==> src/rtl/change_ctrl_if.sv <==
// rtl/change_ctrl_if.sv - coin ejector four-phase req/ack handshake
interface change_ctrl_if;
    logic       eject_req;
    logic [1:0] eject_sel;
    logic       eject_ack;

    modport master (output eject_req, output eject_sel, input eject_ack);
    modport slave  (input eject_req, input eject_sel, output eject_ack);
endinterface

==> src/rtl/change_ctrl.sv <==
// rtl/change_ctrl.sv - coin-return controller, largest coin first over req/ack
module change_ctrl #(
    parameter int PRICE   = 75,
    parameter int W       = 8,
    parameter int TIMEOUT = 255
) (
    input  logic         i_clk,
    input  logic         i_rst,
    input  logic         i_start,
    input  logic [W-1:0] i_total,
    output logic         o_busy,
    output logic         o_done,
    output logic         o_fault,
    output logic [W-1:0] o_change_out,
    output logic [4:0]   o_coin_cnt,
    change_ctrl_if.master ej
);
    localparam int CW = $clog2(TIMEOUT + 1);

    typedef enum logic [2:0] {
        S_IDLE, S_CALC, S_REQ, S_WAIT_REL, S_DONE, S_FAULT
    } state_t;

    state_t        r_state;
    state_t        w_next;
    logic [W-1:0]  r_remaining;
    logic [1:0]    r_sel;
    logic [4:0]    r_coin_cnt;
    logic [CW-1:0] r_tcnt;
    logic          r_armed;
    logic [1:0]    w_coin_sel;
    logic [W-1:0]  w_coin_val;
    logic          w_take_start;

    // start is captured in IDLE and acted on the following cycle
    assign w_take_start = (r_state == S_IDLE) && i_start && !r_armed;

    always_comb begin
        w_coin_sel = 2'b00;
        if (r_remaining >= W'(25))
            w_coin_sel = 2'b11;
        else if (r_remaining >= W'(10))
            w_coin_sel = 2'b10;
        else if (r_remaining >= W'(5))
            w_coin_sel = 2'b01;
    end

    always_comb begin
        w_coin_val = '0;
        case (r_sel)
            2'b01:   w_coin_val = W'(5);
            2'b10:   w_coin_val = W'(10);
            2'b11:   w_coin_val = W'(25);
            default: w_coin_val = '0;
        endcase
    end

    always_comb begin
        w_next = r_state;
        case (r_state)
            S_IDLE:     if (r_armed) w_next = S_CALC;
            S_CALC:     w_next = (w_coin_sel != 2'b00) ? S_REQ : S_DONE;
            S_REQ: begin
                if (ej.eject_ack)
                    w_next = S_WAIT_REL;
                else if (r_tcnt == CW'(TIMEOUT))
                    w_next = S_FAULT;
            end
            S_WAIT_REL: if (!ej.eject_ack) w_next = S_CALC;
            S_DONE:     w_next = S_IDLE;
            S_FAULT:    w_next = S_FAULT;
            default:    w_next = S_IDLE;
        endcase
    end

    always_ff @(posedge i_clk) begin
        if (i_rst) begin
            r_state     <= S_IDLE;
            r_remaining <= '0;
            r_sel       <= 2'b00;
            r_coin_cnt  <= '0;
            r_tcnt      <= '0;
            r_armed     <= 1'b0;
        end else begin
            r_state <= w_next;
            r_armed <= w_take_start;
            if (w_take_start) begin
                r_remaining <= (i_total >= W'(PRICE)) ? (i_total - W'(PRICE)) : i_total;
                r_coin_cnt  <= '0;
            end
            if (r_state == S_CALC) begin
                r_sel  <= w_coin_sel;
                r_tcnt <= '0;
            end
            if (r_state == S_REQ) begin
                if (ej.eject_ack) begin
                    r_remaining <= r_remaining - w_coin_val;
                    if (r_coin_cnt != 5'd31)
                        r_coin_cnt <= r_coin_cnt + 5'd1;
                end else if (r_tcnt != CW'(TIMEOUT)) begin
                    r_tcnt <= r_tcnt + 1'b1;
                end
            end
        end
    end

    assign o_busy       = (r_state != S_IDLE);
    assign o_done       = (r_state == S_DONE);
    assign o_fault      = (r_state == S_FAULT);
    assign o_change_out = r_remaining;
    assign o_coin_cnt   = r_coin_cnt;
    assign ej.eject_req = (r_state == S_REQ);
    assign ej.eject_sel = r_sel;
endmodule

==> src/flat_wrapper.sv <==
// flat-port wrapper written by rule: the top's interface ports become plain ports
module change_ctrl_flat 
#(
    parameter int PRICE   = 75,
    parameter int W       = 8,
    parameter int TIMEOUT = 255
)
  (i_clk, i_rst, i_start, i_total, o_busy, o_done, o_fault, o_change_out, o_coin_cnt, ej_eject_req, ej_eject_sel, ej_eject_ack);
  change_ctrl_if ej_i ();
  input  logic i_clk;
  input  logic i_rst;
  input  logic i_start;
  input  logic [W-1:0] i_total;
  output logic o_busy;
  output logic o_done;
  output logic o_fault;
  output logic [W-1:0] o_change_out;
  output logic [4:0] o_coin_cnt;
  output wire logic [$bits(ej_i.eject_req)-1:0] ej_eject_req;
  output wire logic [$bits(ej_i.eject_sel)-1:0] ej_eject_sel;
  input wire logic [$bits(ej_i.eject_ack)-1:0] ej_eject_ack;
  assign ej_eject_req = ej_i.eject_req;
  assign ej_eject_sel = ej_i.eject_sel;
  assign ej_i.eject_ack = ej_eject_ack;
  change_ctrl #(.PRICE(PRICE), .W(W), .TIMEOUT(TIMEOUT)) u_core (.i_clk(i_clk), .i_rst(i_rst), .i_start(i_start), .i_total(i_total), .o_busy(o_busy), .o_done(o_done), .o_fault(o_fault), .o_change_out(o_change_out), .o_coin_cnt(o_coin_cnt), .ej(ej_i));
endmodule
==> config.mk <==
export PLATFORM = sky130hd
export DESIGN_NAME = change_ctrl_flat
export DESIGN_NICKNAME = d
export VERILOG_FILES = /design/src/rtl/change_ctrl_if.sv /design/src/rtl/change_ctrl.sv /design/src/flat_wrapper.sv
export SDC_FILE = /design/constraint.sdc
export NUM_CORES = 1
export LEC_CHECK = 0
export BUFFER_PORTS_ARGS = -buffer_cell sky130_fd_sc_hd__buf_2
export CORE_ASPECT_RATIO = 0.75
export CORE_MARGIN = 2
export CORE_UTILIZATION = 55
export CTS_BUF_LIST = sky130_fd_sc_hd__clkbuf_16
export CTS_CLUSTER_DIAMETER = 80
export CTS_CLUSTER_SIZE = 8
export DETAILED_ROUTE_END_ITERATION = 12
export GPL_TIMING_DRIVEN = 0
export PLACE_DENSITY = 0.84
export SYNTH_ARGS = -nofsm -noshare
export SYNTH_HDL_FRONTEND = slang
export SYNTH_SLANG_ARGS = --single-unit
==> constraint.sdc <==
create_clock -name i_clk -period 2.4 [get_ports i_clk]
set_clock_uncertainty 0.15 [all_clocks]
set_input_delay 0.36 -clock i_clk [delete_from_list [all_inputs] [get_ports i_clk]]
set_output_delay 0.36 -clock i_clk [all_outputs]
set_load 0.02 [all_outputs]
; After elaboration in Yosys (flattened, before gate mapping)
; Cells that the tools add are included.
; Widths: inputs -> output; s select.
[totals]
reg_bits = 27
out_inout_bits = 19
elab_cells = 57
[classes]
addsub = 4
order_cmp = 4
eq_ne = 14
muxes = 22
reduce_logical = 7
[op_table]
columns = cell, n
row1 = $mux 8, 8
row2 = $mux 5, 4
row3 = $mux 3, 5
row4 = $pmux 3 s5, 1
row5 = $pmux 5 s3, 1
row6 = $add 8x1->8 const B, 1
row7 = $eq 8x8->1 const B, 1
row8 = $ge 8x3->1 const B, 1
row9 = $ge 8x4->1 const B, 1
row10 = $ge 8x5->1 const B, 1
row11 = $ge 8x7->1 const B, 1
row12 = $ne 8x8->1 const B, 1
row13 = $sub 8x5->8, 1
row14 = $sub 8x7->8 const B, 1
row15 = $eq 3x2->1 const B, 2
row16 = $eq 3x3->1 const B, 2
row17 = $add 5x1->5 const B, 1
row18 = $ne 5x5->1 const B, 1
row19 = $eq 2x2->1 const B, 2
row20 = $mux 2, 2
row21 = $eq 3x1->1 const B, 1
row22 = $logic_not 3->1, 1
row23 = $ne 3x1->1 const B, 1
row24 = $reduce_and 3->1, 1
row25 = 8 further kinds, 9

; Logic depth before layout (Yosys ltp)
[depth]
ltp_word = 7
mapped_depth = 8

; Worst setup path after synthesis
; Ideal clock, no wire load.
[synth_timing]
path_kind = reg2reg
startpoint = register u_core.r_state[1]
endpoint = register u_core.r_remaining[3], in the netlist u_core.o_change_out[3]
arrival_ns = 1.967
required_time_ns = 2.176
path_slack_ns = 0.208
stages_incl_launch_ff = 7
period_less_slack_ns = 2.192
path_cell_list = dfxtp_1 buf_6 or3_4 or3b_1 clkbuf_2 or4_1 a31oi_1
[synth_between]
elab_chain_len = 6
word_cells_on_any_way = 7
[synth_lines]
columns = item, line
row1 = "start, declared", change_ctrl.sv:24  ; state_t r_state;
row2 = "start signal, assigned", change_ctrl.sv:85  ; r_state <= w_next;
row3 = $logic_not 3->1, change_ctrl.sv:36  ; assign w_take_start = (r_state == S_IDLE) && i_start && !r_armed;
row4 = $logic_and 1x1->1 (2 in a row), change_ctrl.sv:36
row5 = $mux 8, change_ctrl.sv:87  ; if (w_take_start) begin
row6 = $mux 8, change_ctrl.sv:96  ; if (ej.eject_ack) begin
row7 = $mux 8 (*), change_ctrl.sv:95  ; if (r_state == S_REQ) begin
row8 = "end signal, assigned", change_ctrl.sv:88  ; r_remaining <= (i_total >= W'(PRICE)) ? (i_total - W'(PRICE)) : i_total;
row9 = "end signal, assigned", change_ctrl.sv:97  ; r_remaining <= r_remaining - w_coin_val;
row10 = "end, declared", change_ctrl.sv:26  ; logic [W-1:0] r_remaining;
; Every way passes the cells marked *; elsewhere a longest branch is shown, timed or not.
; A chain may end at the register's enable or synchronous reset.

; Final worst setup path
[layout_timing]
startpoint = register u_core.r_state[2]
endpoint = register u_core.r_remaining[3], in the netlist u_core.o_change_out[3]
; Same word-level chain as after synthesis.

==> metrics list <==
- Run status: completed
* Critical register-to-register path endpoint: u_core.o_change_out[3]
- Yosys instantiated no cell more often than dfxtp_1.
* Placement row count: 17
* Sequential cell area fraction in the yosys report: 0.307
- The worst setup path is launched from a flip-flop.
- Worst endpoint required time: 2440 ps
- The initial utilization of the core area, before any placement, comes to 0.588.
- Final-report hold violation count: 0
* Startpoint of the lowest-slack hold path: ej_eject_ack
* Worst hold path endpoint: u_core.r_state[1]
- Depth of the worst hold-timing path: 3
- Post-synthesis sequential element count: 27
- Deepest clock path buffer count: 2
- Avg Synthesized Cell Area: between 8 and 9 um2
* Most area-hungry cell type in the Yosys netlist: dfxtp_1
* Shortest period the worst path allows: 2270 ps
- The number of hold buffers added after CTS was 0.
* Cts bufs inserted: 3
- Area of all placed cells without fillers: 2060 um2
- At the pin with the least slew margin, the transition time is 1170 ps.
* Area delta synth->final: 16.7%
- Final Max Slew Viols: 0
- Area of the placeable core: 3000 um2
- Total congestion overflow: 0
* WL/cell: roughly 14 um
* Cell count after synthesis: around 220
- Vias: 1743
- The count of nets left with antenna violations once routing finished came out at 0.
- The die is 53.0 um tall.
* TritonCTS clock tree: built
- In this run the tightest slew margin relative to its limit is 0.218.
* Diodes inserted: 0
- The later pin in the worst-skew pair is clocked with a latency of 260 ps.
- Switching Power: 781 uW
* Unique masters post-synth: 52
* Die area: 3680 um2
- Number of cells on the worst reg-to-reg path: 6
- The first global-routing pass estimated between 6000 and 7000 um of wire.
- At the worst endpoint, the arrival time is 2320 ps.
- Sorting the synthesized cells by area gives the leading types as dfxtp_1 31%, ha_1 6.4%, a21oi_1 4.5%.
* Primary FF master, synth: dfxtp_1
- The initial antenna violation count came to 0.
* Last weighted congestion value of the routability-driven placer: around 0.86
- First-pass detailed-route iteration total: 5
* Comb power frac: 0.479
- Setup repair after global routing could not meet its margin everywhere.
- Total track usage: 0.228
* Layout Utilization: 0.686
- Fraction of synthesized cell area taken by the top area cell type: 0.307
* Placement-stage worst setup slack: -198 ps
* Class of the most critical setup path: flip-flop to flip-flop
* Synthesis warning total: 0
- Synthesized cell area: 1760 um2
- Wires add up to 4050 um.
- Final critical-path share of the clock period: 0.947
- Setup violations remaining at the end of the flow were counted as 0.
- Port buffering added 28 buffers.
* Final setup margin: 126 ps
- Counting the fill cells in the layout gives ~240.
- Sw frac: 0.410
- Class of the worst hold path: primary input to flip-flop
- Flop2flop setup slack: 130 ps
- Width of the chip: 69.4 um
* Via density per instance: 6.12
- Pin placement for this block handled 31 I/O pins.
- Power per cell area: 927 nW/um2
- Power share of the clock group: 0.199
* Highest net fanout along the worst path: 10
- After clock tree synthesis, the setup repair step added 0 buffers.
* Number of max-cap violations: 0
- Power after layout: 1.91 mW
- When the netlist entered floorplanning its net count stood at 237.
* Clk pin slew, worst setup/hold paths: 70 ps
- Cell internal power was estimated by the tool at 1.13 mW.
- Detailed placement ended at an HPWL of ~2900 um.
* DRC violations left: 0
- Vias in the first global route: 1383
- Counting flops with a built-in enable in the synthesized netlist gives 0.
- The share of total power dissipated in sequential elements is 0.322.
- Element type at the critical path end: flip-flop
* Hold slack: 282 ps
* Max Clock Freq: 440 MHz
* H-tree depth: 1
- Of all flip-flops after synthesis, the portion carrying an async set or reset was 0.
* Layout Nets: 270
- CTS root buf: clkbuf_16
- Count of routing violations after the opening detailed-route iteration: between 100 and 150
- IR Drop Worst-Case VDD: 0.000386 V
- Entering global routing, the biggest net connects 16 pins.
- CTS sink cnt: 27
- Critical register-to-register path startpoint: u_core.r_state[2]
* DP Area: between 1500 and 2000 um2
- Top post-synthesis cells by count: 27 x dfxtp_1, 21 x nor2_1, 16 x a21oi_1, 15 x nand2_1, 12 x o21ai_0
* Share of final-layout standard cells stronger than drive strength 1: 0.182
- In this run the static leakage power is roughly 0.87 nW.
metal layers:
metal  track usage  share of wire
met5             0              0
met4        0.0490         0.0086
met3        0.0419          0.076
met2         0.327           0.42
met1         0.350           0.49
per-stage QoR:
stage / cells / TNS, ps
final: 285 / 0
after global routing: 285 / -7.91
after CTS: 285 / 0
after detailed placement: 281 / -989
after global placement: 281 / -800
after floorplan: 215 / 0
cell families after synthesis:
kind of cell	Yosys count	share of synthesized area
simple gates	82	0.252
xor+xnor	6	0.0298
fa+ha+maj	10	0.0752
mux	7	0.0419
flops	27	0.307
compound gates	69	0.259
buf+inv	14	0.0355
worst max path at each step:
stage,startpoint,endpoint,slack [ps],depth (start not counted)
after floorplan,u_core.r_state[1],u_core.o_change_out[3],210,6
after CTS,u_core.ej.eject_sel[0],u_core.o_change_out[6],110,7
after global routing,u_core.r_state[2],u_core.r_tcnt[2],-4,6
after global placement,u_core.r_tcnt[0],u_core.r_tcnt[2],-160,6
after detailed placement,u_core.r_tcnt[0],u_core.r_tcnt[2],-200,6
final,u_core.r_state[2],u_core.o_change_out[3],130,6
power groups by stage:
stage	registers, mW	clock network [mW]	logic [mW]
floorplan	0.655	0	0.619
global placement	0.619	0	0.875
detailed placement	0.620	0	0.886
CTS	0.611	0.388	0.898
global route	0.624	0.409	1.01
finish	0.615	0.379	0.913
worst max-delay path, cell delays in order, from the launching register on:
cell and delay [ps]:
dfxtp_1 300, buf_2 160, or3_4 390, or3b_1 350, clkbuf_2 180, or4_1 520
a31oi_1 160
sequential cells by signal, summed over array words and instances (netlist names):
register / flops
u_core.r_armed: 1
u_core.o_change_out: 8
u_core.o_coin_cnt: 5
u_core.r_state: 3
u_core.ej.eject_sel: 2
u_core.r_tcnt: 8
cells in the final DEF, fill, tap and decap left out, types with 5 or more instances in the layout:
master,count
nor3_1,6
o21ai_0,12
dfxtp_1,27
a31oi_1,5
xor2_1,5
ha_1,9
nor2b_1,5
nand3_1,6
inv_1,6
a21oi_1,16
nor2_1,21
nand2_1,15
buf_2,29
clkbuf_1,5
timing repair:
item | in CTS | in global routing
gates resized for setup | 2 | 3
pin swaps | 0 | 0
endpoints found under the setup margin | 6 | 6
final cells by class:
cell class	count	area, um2	area share
buffer	8	40.0	0.0195
clock buffer	3	75.1	0.0365
clock inverter	1	5.00	0.00243
inverter	6	22.5	0.0109
multi-input combinational	174	1190	0.577
sequential	27	541	0.263
tap	38	47.5	0.0231
timing repair buffer	28	140	0.0681
No activity file was read; power rests on OpenSTA's default activity.
